<file path="src/rtl/uart_arb_pkg.sv">
// Shared types and defaults for the UART transmitter arbiter and its round-robin picker.
// Pure declarations: no latency, no flow control.
package uart_arb_pkg;

    typedef enum logic [1:0] {
        ST_IDLE  = 2'd0,
        ST_START = 2'd1,
        ST_WAIT  = 2'd2,
        ST_GAP   = 2'd3
    } arb_state_e;

    localparam int DEF_GAP_CYCLES     = 16;
    localparam int DEF_TIMEOUT_CYCLES = 200000;

    // Index width for n requesters, never narrower than one bit.
    function automatic int REQ_IDX_W(input int n);
        return (n <= 2) ? 1 : $clog2(n);
    endfunction

endpackage

</file>
<file path="src/rtl/uart_tx_arbiter_rr_picker.sv">
// Round-robin picker: first valid requester at or above rr_ptr, wrapping; purely combinational.
// Zero latency; no backpressure, win_vld low when nothing is requesting.
module rr_picker
    import uart_arb_pkg::*;
#(
    parameter int NUM_REQ = 4,
    parameter int IDX_W   = REQ_IDX_W(NUM_REQ)
) (
    input  logic [NUM_REQ-1:0] req_valid,
    input  logic [IDX_W-1:0]   rr_ptr,
    output logic [NUM_REQ-1:0] win_onehot,
    output logic [IDX_W-1:0]   win_idx,
    output logic               win_vld
);

    int               pos;
    logic [IDX_W-1:0] idx;

    always_comb begin
        win_onehot = '0;
        win_idx    = '0;
        win_vld    = 1'b0;
        pos        = 0;
        idx        = '0;
        for (int k = 0; k < NUM_REQ; k++) begin
            pos = int'(rr_ptr) + k;
            if (pos >= NUM_REQ) begin
                pos = pos - NUM_REQ;
            end
            idx = IDX_W'(pos);
            if (!win_vld && req_valid[idx]) begin
                win_vld         = 1'b1;
                win_onehot[idx] = 1'b1;
                win_idx         = idx;
            end
        end
    end

endmodule

</file>
<file path="src/rtl/uart_tx_arbiter.sv">
// Round-robin arbiter sharing one UART transmitter; optional watchdog under UART_ARB_TIMEOUT_EN.
// Accept in cycle N, tx_start in N+1 when the transmitter is idle; next accept GAP_CYCLES+1 after tx_done.
// Requesters are held off (req_ready low) until the frame and its gap complete.
module uart_tx_arbiter
    import uart_arb_pkg::*;
#(
    parameter int NUM_REQ        = 4,
    parameter int GAP_CYCLES     = DEF_GAP_CYCLES,
    parameter int TIMEOUT_CYCLES = DEF_TIMEOUT_CYCLES
) (
    input  logic                         clk,
    input  logic                         rst_n,
    input  logic [NUM_REQ-1:0]           req_valid,
    input  logic [8*NUM_REQ-1:0]         req_data,
    output logic [NUM_REQ-1:0]           req_ready,
    output logic                         tx_start,
    output logic [7:0]                   tx_data,
    output logic                         tx_en,
    input  logic                         tx_busy,
    input  logic                         tx_done,
    output logic [REQ_IDX_W(NUM_REQ)-1:0] grant_id,
    output logic                         active,
    input  logic                         err_clr,
    output logic                         timeout_err
);

    localparam int IDX_W = REQ_IDX_W(NUM_REQ);
    localparam int GAP_W = (GAP_CYCLES > 1) ? $clog2(GAP_CYCLES) : 1;
    localparam logic [GAP_W-1:0] GAP_LAST = GAP_W'((GAP_CYCLES > 0) ? GAP_CYCLES - 1 : 0);
    localparam logic [IDX_W-1:0] PTR_LAST = IDX_W'(NUM_REQ - 1);

    arb_state_e        state_q, state_d;
    logic [7:0]        data_q, data_d;
    logic [IDX_W-1:0]  grant_q, grant_d;
    logic [IDX_W-1:0]  rr_ptr_q, rr_ptr_d;
    logic [GAP_W-1:0]  gap_cnt_q, gap_cnt_d;

    logic [NUM_REQ-1:0] win_onehot;
    logic [IDX_W-1:0]   win_idx;
    logic               win_vld;

`ifdef UART_ARB_TIMEOUT_EN
    localparam int TO_W = $clog2(TIMEOUT_CYCLES + 1);
    localparam logic [TO_W-1:0] TO_LAST = TO_W'(TIMEOUT_CYCLES - 1);
    logic [TO_W-1:0] to_cnt_q, to_cnt_d;
    logic            err_q, err_d;
`endif

    rr_picker #(
        .NUM_REQ (NUM_REQ),
        .IDX_W   (IDX_W)
    ) u_picker (
        .req_valid  (req_valid),
        .rr_ptr     (rr_ptr_q),
        .win_onehot (win_onehot),
        .win_idx    (win_idx),
        .win_vld    (win_vld)
    );

    always_comb begin
        state_d   = state_q;
        data_d    = data_q;
        grant_d   = grant_q;
        rr_ptr_d  = rr_ptr_q;
        gap_cnt_d = gap_cnt_q;
        case (state_q)
            ST_IDLE: begin
                if (win_vld) begin
                    data_d   = req_data[{win_idx, 3'b000} +: 8];
                    grant_d  = win_idx;
                    rr_ptr_d = (win_idx == PTR_LAST) ? '0 : win_idx + IDX_W'(1);
                    state_d  = ST_START;
                end
            end
            ST_START: begin
                if (!tx_busy) begin
                    state_d = ST_WAIT;
                end
            end
            ST_WAIT: begin
                if (tx_done) begin
                    state_d   = (GAP_CYCLES == 0) ? ST_IDLE : ST_GAP;
                    gap_cnt_d = '0;
                end
            end
            ST_GAP: begin
                if (gap_cnt_q == GAP_LAST) begin
                    state_d = ST_IDLE;
                end else begin
                    gap_cnt_d = gap_cnt_q + GAP_W'(1);
                end
            end
            default: state_d = ST_IDLE;
        endcase

`ifdef UART_ARB_TIMEOUT_EN
        to_cnt_d = to_cnt_q;
        err_d    = err_q & ~err_clr;
        if (state_q == ST_IDLE && win_vld) begin
            to_cnt_d = '0;
        end else if (state_q == ST_START || state_q == ST_WAIT) begin
            to_cnt_d = to_cnt_q + TO_W'(1);
            // Watchdog overrides a same-cycle tx_done and a same-cycle err_clr.
            if (to_cnt_q == TO_LAST) begin
                err_d     = 1'b1;
                state_d   = (GAP_CYCLES == 0) ? ST_IDLE : ST_GAP;
                gap_cnt_d = '0;
            end
        end
`endif
    end

    always_ff @(posedge clk) begin
        if (rst_n) begin
            state_q   <= ST_IDLE;
            data_q    <= '0;
            grant_q   <= '0;
            rr_ptr_q  <= '0;
            gap_cnt_q <= '0;
`ifdef UART_ARB_TIMEOUT_EN
            to_cnt_q  <= '0;
            err_q     <= 1'b0;
`endif
        end else begin
            state_q   <= state_d;
            data_q    <= data_d;
            grant_q   <= grant_d;
            rr_ptr_q  <= rr_ptr_d;
            gap_cnt_q <= gap_cnt_d;
`ifdef UART_ARB_TIMEOUT_EN
            to_cnt_q  <= to_cnt_d;
            err_q     <= err_d;
`endif
        end
    end

    assign req_ready = (state_q == ST_IDLE) ? win_onehot : '0;
    assign tx_start  = (state_q == ST_START) && !tx_busy;
    assign tx_en     = (state_q == ST_START) || (state_q == ST_WAIT);
    assign active    = (state_q != ST_IDLE);
    assign tx_data   = data_q;
    assign grant_id  = grant_q;

`ifdef UART_ARB_TIMEOUT_EN
    assign timeout_err = err_q;
`else
    logic unused_cfg;
    assign unused_cfg  = err_clr ^ (TIMEOUT_CYCLES != 0);
    assign timeout_err = 1'b0;
`endif

endmodule

</file>
<file path="config.mk">
export PLATFORM = sky130hd
export DESIGN_NAME = uart_tx_arbiter
export DESIGN_NICKNAME = d
export VERILOG_FILES = /design/src/rtl/uart_arb_pkg.sv /design/src/rtl/uart_tx_arbiter_rr_picker.sv /design/src/rtl/uart_tx_arbiter.sv
export SDC_FILE = /design/constraint.sdc
export NUM_CORES = 1
export LEC_CHECK = 0
export BUFFER_PORTS_ARGS = -buffer_cell sky130_fd_sc_hd__buf_2
export CORE_MARGIN = 10
export CORE_UTILIZATION = 51
export CTS_CLUSTER_SIZE = 30
export DETAILED_ROUTE_END_ITERATION = 10
export PLACE_DENSITY_LB_ADDON = 0.08
export SLEW_MARGIN = 15
export SYNTH_ARGS = -nofsm -noshare
export SYNTH_HDL_FRONTEND = slang
export SYNTH_SLANG_ARGS = --single-unit
</file>
<file path="constraint.sdc">
create_clock -name clk -period 4.3 [get_ports clk]
set_input_delay 0.86 -clock clk [delete_from_list [all_inputs] [get_ports clk]]
set_output_delay 0.86 -clock clk [all_outputs]
set_load 0.01 [all_outputs]
</file>
# After elaboration in Yosys (flattened, before gate mapping)
# Index checks and enable logic that the tools add are counted.
dict set report totals {
  input_bits 41
  word_cells 101
  ff_bits 18
  out_inout_bits 18
}
dict set report op_classes {
  n_eq_ne 10
  n_mux 42
  addsub 9
  order_cmp 12
  n_bitwise 3
  n_shift 1
  reduce_logical 19
}
# cell count
set op_table {}
lappend op_table {{32-bit by 6-bit indexed part select with 8-bit output} 1}
lappend op_table {{4-bit two-way mux} 7}
lappend op_table {{2-bit two-way mux} 13}
lappend op_table {{2-bit by 3-bit < comparator with 1-bit output (second input constant)} 4}
lappend op_table {{1-bit two-way mux} 12}
lappend op_table {{4-bit bitwise OR} 3}
lappend op_table {{3-bit >= comparator (second input constant)} 3}
lappend op_table {{1-bit binary-select mux with 2-bit select} 4}
lappend op_table {{1-bit demux with 2-bit select} 4}
lappend op_table {{2-bit by 1-bit >= comparator with 1-bit output (second input constant)} 4}
lappend op_table {{1-bit logical AND} 8}
lappend op_table {{2-bit != test (second input constant)} 4}
lappend op_table {{2-bit one-hot mux with 4 select lines} 1}
lappend op_table {{4-bit one-hot mux with 2 select lines} 1}
lappend op_table {{2-bit by 1-bit subtractor with 2-bit output (second input constant)} 4}
lappend op_table {{2-bit by 2-bit adder with 3-bit output (second input constant)} 2}
lappend op_table {{2-bit == test (second input constant)} 3}
lappend op_table {{4-bit by 1-bit adder with 4-bit output (second input constant)} 1}
lappend op_table {{4-bit == test (second input constant)} 1}
lappend op_table {{1-bit logical NOT} 4}
lappend op_table {{4-bit AND reduction} 1}
lappend op_table {{2-bit nonzero test} 2}
lappend op_table {{2-bit by 1-bit adder with 3-bit output (second input constant)} 1}
lappend op_table {{2-bit by 3-bit >= comparator with 1-bit output (second input constant)} 1}
lappend op_table {{7 further kinds} 7}

# Longest topological paths before layout
dict set report depth {
  word_depth 16
  mapped_depth 11
  ltp_nobuf 8
}

# Modules after synthesis
# From an unflattened synthesis, not the netlist that was laid out.
dict set report unflattened {
  cells_unflattened 163
  area_unflattened_um2 1493.9
}
# mod instances area_each_um2 cells_each seq_area_each_um2
set by_module_without_submodules {}
lappend by_module_without_submodules {uart_tx_arbiter 1 1074.8 118 360.3}
lappend by_module_without_submodules {rr_picker 1 419.2 45 0.0}

# Worst setup path after synthesis
# Ideal clock, no wire load.
dict set report synth_timing {
  path_type {reg2out}
  start {register rr_ptr_q[0]}
  end {output port req_ready[0]}
  required_ns 3.440
  stages_incl_launch_ff 12
  path_slack_ns 0.764
  path_buffers 3
  t_arrival_ns 2.676
  cell_sequence {dfxtp_1 buf_2 inv_1 ha_1 buf_2 mux4_2 nor2b_2 clkbuf_1 a22oi_1 nor2_1 a221oi_1 nor2_1}
}
dict set report synth_via {
  elab_chain_len 15
  word_cells_on_any_way 60
  cone_classes {add/sub: 7; order compare: 12; mux: 28; bitwise: 3; reduce/logical: 10}
}
# element line_no
set synth_rtl {}
lappend synth_rtl {{start: declaration} uart_tx_arbiter.sv:35} ;# logic [IDX_W-1:0] rr_ptr_q, rr_ptr_d;
lappend synth_rtl {{start signal: assignment} uart_tx_arbiter.sv:128} ;# rr_ptr_q <= rr_ptr_d;
lappend synth_rtl {{branches (longest 13 deep; another with 2-bit by 1-bit adder with 3-bit output)} --}
lappend synth_rtl {{4-bit two-way mux *} uart_tx_arbiter_rr_picker.sv:31} ;# if (!win_vld && req_valid[idx]) begin
lappend synth_rtl {{4-bit two-way mux *} uart_tx_arbiter.sv:137} ;# assign req_ready = (state_q == ST_IDLE) ? win_onehot : '0;
lappend synth_rtl {{end: declaration} uart_tx_arbiter.sv:15} ;# output logic [NUM_REQ-1:0] req_ready,
# Every way passes the cells marked *. The select of a mux whose other input is x is not followed.

# Worst setup path after layout
# Ends and elaborated chain as after synthesis.

==> qor.csv <==
stage,metric,value,unit
placement,post-DP HPWL,3.52,mm
yosys,"FF+latch count, synth",18,
route,routed vias,1726,
cells_and_area,area of the multi-input gates,0.00127,sq mm
clock_network,Num CTS Buffers,3,
cells_and_area,Storage cell area,360,sq um
yosys,post-synthesis adder-cell area fraction,9.39,%
cells_and_area,share of layout cells above drive strength 1,33.6,%
route,ANT nets after route,0,
floorplan,Initial Util,52.3,%
floorplan,die height,78.3,microns
cells_and_area,diode count,0,
critical_path,CP arrival,2700,ps
critical_path,crit path kind,flip-flop to output pin,
global_route,number of global-route vias before repair,1633,
run,MaxCap Viol Count,0,
pwr,Worst VDD drop,357,uV
timing,Slew @ Worst Pin,594,ps
yosys,synthesized net count,260,
floorplan,Die Span X,78.3,microns
critical_path,Worst EP required,3440,ps
clock_network,clk sinks,18,
clock_network,clk root buf,clkbuf_4,
yosys,mapped cell area,0.00173,sq mm
timing,RSZ-0062 raised after global routing,false,
global_route,GR Util All Layers,14.6,%
yosys,compound-cell area share of the yosys netlist,28.3,%
critical_path,Setup crit end kind,output pin,
critical_path,"Max FO, Critical Path",9,
route,total routed wirelength,4.53,mm
yosys,Yosys Warn Count,0,
clock_network,"CTS clk-pin slew, worst paths",100,ps
route,Vias/cell,5.77,
cells_and_area,Final Instance Area,0.00205,sq mm
floorplan,total die area,0.00613,sq mm
yosys,largest family of logic cells by synthesized area,compound AO/OA/AOI/OAI gates,
timing,min cycle time layout,3560,ps
yosys,Yosys cell types,50,
floorplan,Core Footprint,0.00331,sq mm
yosys,asr flop ratio synth,0,%
yosys,top cell type's share of synthesized area,20.8,%
clock_network,Post-CTS Hold Buffers,0,
global_route,first-pass GRT wire length,7.78,mm
route,TritonRoute pass-1 iters,4,
timing,final hold slack,489,ps
placement,port buffer count,56,
timing,final period utilization,82.8,%
clock_network,# H-tree levels,1,
floorplan,boundary pin count,59,
timing,Max Clock Freq,0.281,GHz
clock_network,Clock Path Buffers,2,
route,Routed wire per std cell,15.2,microns
clock_network,setup bufs post-CTS,0,
yosys,Post-Synthesis Cells,206,
placement,RePlAce Congestion,0.784,
yosys,Post-synth EDFFs,0,
timing,Layout Skew,7.99,ps
route,Starting DRT DRC Count,59,
clock_network,Clock Latency Late Sink,290,ps
floorplan,Core Rows,21,
yosys,synth top area cells,"dfxtp_1 21%, ha_1 9.4%, mux2_2 6.5%, a211oi_1 4.8%, a22oi_1 4.8%",
cells_and_area,Syn-to-layout area delta,18.4,%
cells_and_area,"Core Util, Final",61.9,%
clock_network,CTS resizes,0,
pwr,Leakage,0.000861,uW
critical_path,crit path launch type,flip-flop,
cells_and_area,fillers,338,
yosys,"area leader, netlist",dfxtp_1,
timing,Slew Limit Headroom,59.4,%
yosys,sequential area share after synthesis,20.8,%
route,# DRC,0,
yosys,ys flop type,dfxtp_1,
timing,Total Neg Setup Slack,0,ps
pwr,Power per Cell Area,697,mW/mm^2
global_route,initial antenna violation count,0,
clock_network,CTS tree,done,
timing,final setup vio count,0,
timing,Slew Limit Fails,0,
outcome,status,"complete, no violations",
cells_and_area,# nets final,308,
worst_hold_path,worst min-delay path category,flip-flop to flip-flop,
yosys,Mean Syn Cell Area,8.41,sq um
yosys,xor/xnor cell area share of the yosys netlist,2.53,%
global_route,gr ovfl total,0,
yosys,mux contribution to synthesized area,14.2,%
yosys,Simple-Gate Fraction of Synth Area,19.1,%
placement,"Cell Area, Placed",0.00201,sq mm
global_route,largest net degree at the start of global routing,36,
timing,endpoints failing hold,0,
worst max-delay path: stages, from the launching register on:
cell and delay [ps]:
dfxtp_1 330, inv_1 280, ha_1 400, or3b_2 490, a2111o_1 420, nand3_2 130
a221oi_1 110, nor2_1 100, buf_2 140
path summary, 6_finish.rpt:
kind	startpoint	end	slack, ps	cells past startpoint
hold / removal	tx_data[7]	tx_data[7]	490	1
setup / recovery	rr_ptr_q[0]	req_ready[0]	740	8
setup reg to reg	rr_ptr_q[0]	tx_data[3]	1020	9
hold reg to reg	tx_data[7]	tx_data[7]	490	1
state kept, by name, summed over array words and instances (netlist names):
register,cells
gap_cnt_q,4
grant_id,2
rr_ptr_q,2
state_q,2
tx_data,8
cells by family after synthesis:
kind of cell | after synthesis
simple gates | 67
compound gates | 62
buf+inv | 21
mux | 19
flops | 18
fa+ha+maj | 13
xor+xnor | 5
other cells | 1
metrics by stage:
| stage | cells | setup WS [ps] | total power, uW |
|---|---|---|---|
| floorplan | 206 | 764 | 1090 |
| global placement | 295 | 923 | 1320 |
| detailed placement | 295 | 869 | 1330 |
| CTS | 299 | 718 | 1440 |
| global route | 299 | 525 | 1570 |
| finish | 299 | 739 | 1430 |
power breakdown:
| group | total [uW] | switching [uW] | leakage [uW] | internal, uW |
|---|---|---|---|---|
| Clock | 102 | 50.7 | 0.0000210 | 51.5 |
| Sequential | 263 | 32.6 | 0.000148 | 231 |
| Combinational | 1060 | 611 | 0.000692 | 452 |
cell usage after synthesis (3+ instances only):
library cell and number:
nor2_1 21, dfxtp_1 18, nand2_1 16, ha_1 13, a211oi_1 11, a22oi_1 11, mux2_2 10, buf_2 8
a221o_1 7, a31oi_1 7, nor3_1 7, a221oi_1 6, mux2i_1 5, nand3_1 5, clkbuf_1 4, inv_1 4
o21ai_0 4, a21oi_1 3, mux4_2 3, nor2b_1 3, o22ai_1 3, xnor2_1 3
final cells by class:
cell class / count / area share [%]
Tap cell: 46 / 2.81
Inverter: 5 / 0.915
Timing Repair Buffer: 59 / 14.8
Clock buffer: 4 / 1.77
Multi-Input combinational cell: 167 / 62.2
Sequential cell: 18 / 17.6
cells in the final DEF (no fill, tap or decap), drive strengths merged, types with 2 or more instances in the layout:
cell / n
nand3: 6
nand2: 16
mux4: 3
clkbuf: 4
nor3: 7
o22ai: 4
xor2: 2
a31oi: 7
mux2: 11
buf: 59
o21ai: 5
a21oi: 3
a211oi: 11
dfxtp: 18
xnor2: 3
inv: 4
nor2b: 4
o21a: 2
a22oi: 11
nand2b: 2
nor2: 23
a221o: 7
a221oi: 6
nand4: 2
mux2i: 5
ha: 13
metal layers:
layer,up-vias,GRT usage (%),share of wire (%),wire length [microns]
li1,878,-,-,-
met1,789,18.7,47,2150
met2,53,23.7,46,2080
met3,6,3.19,5.2,235
met4,0,4.84,1.3,61
met5,-,0,0,0
Power figures use the tool's default switching activity.
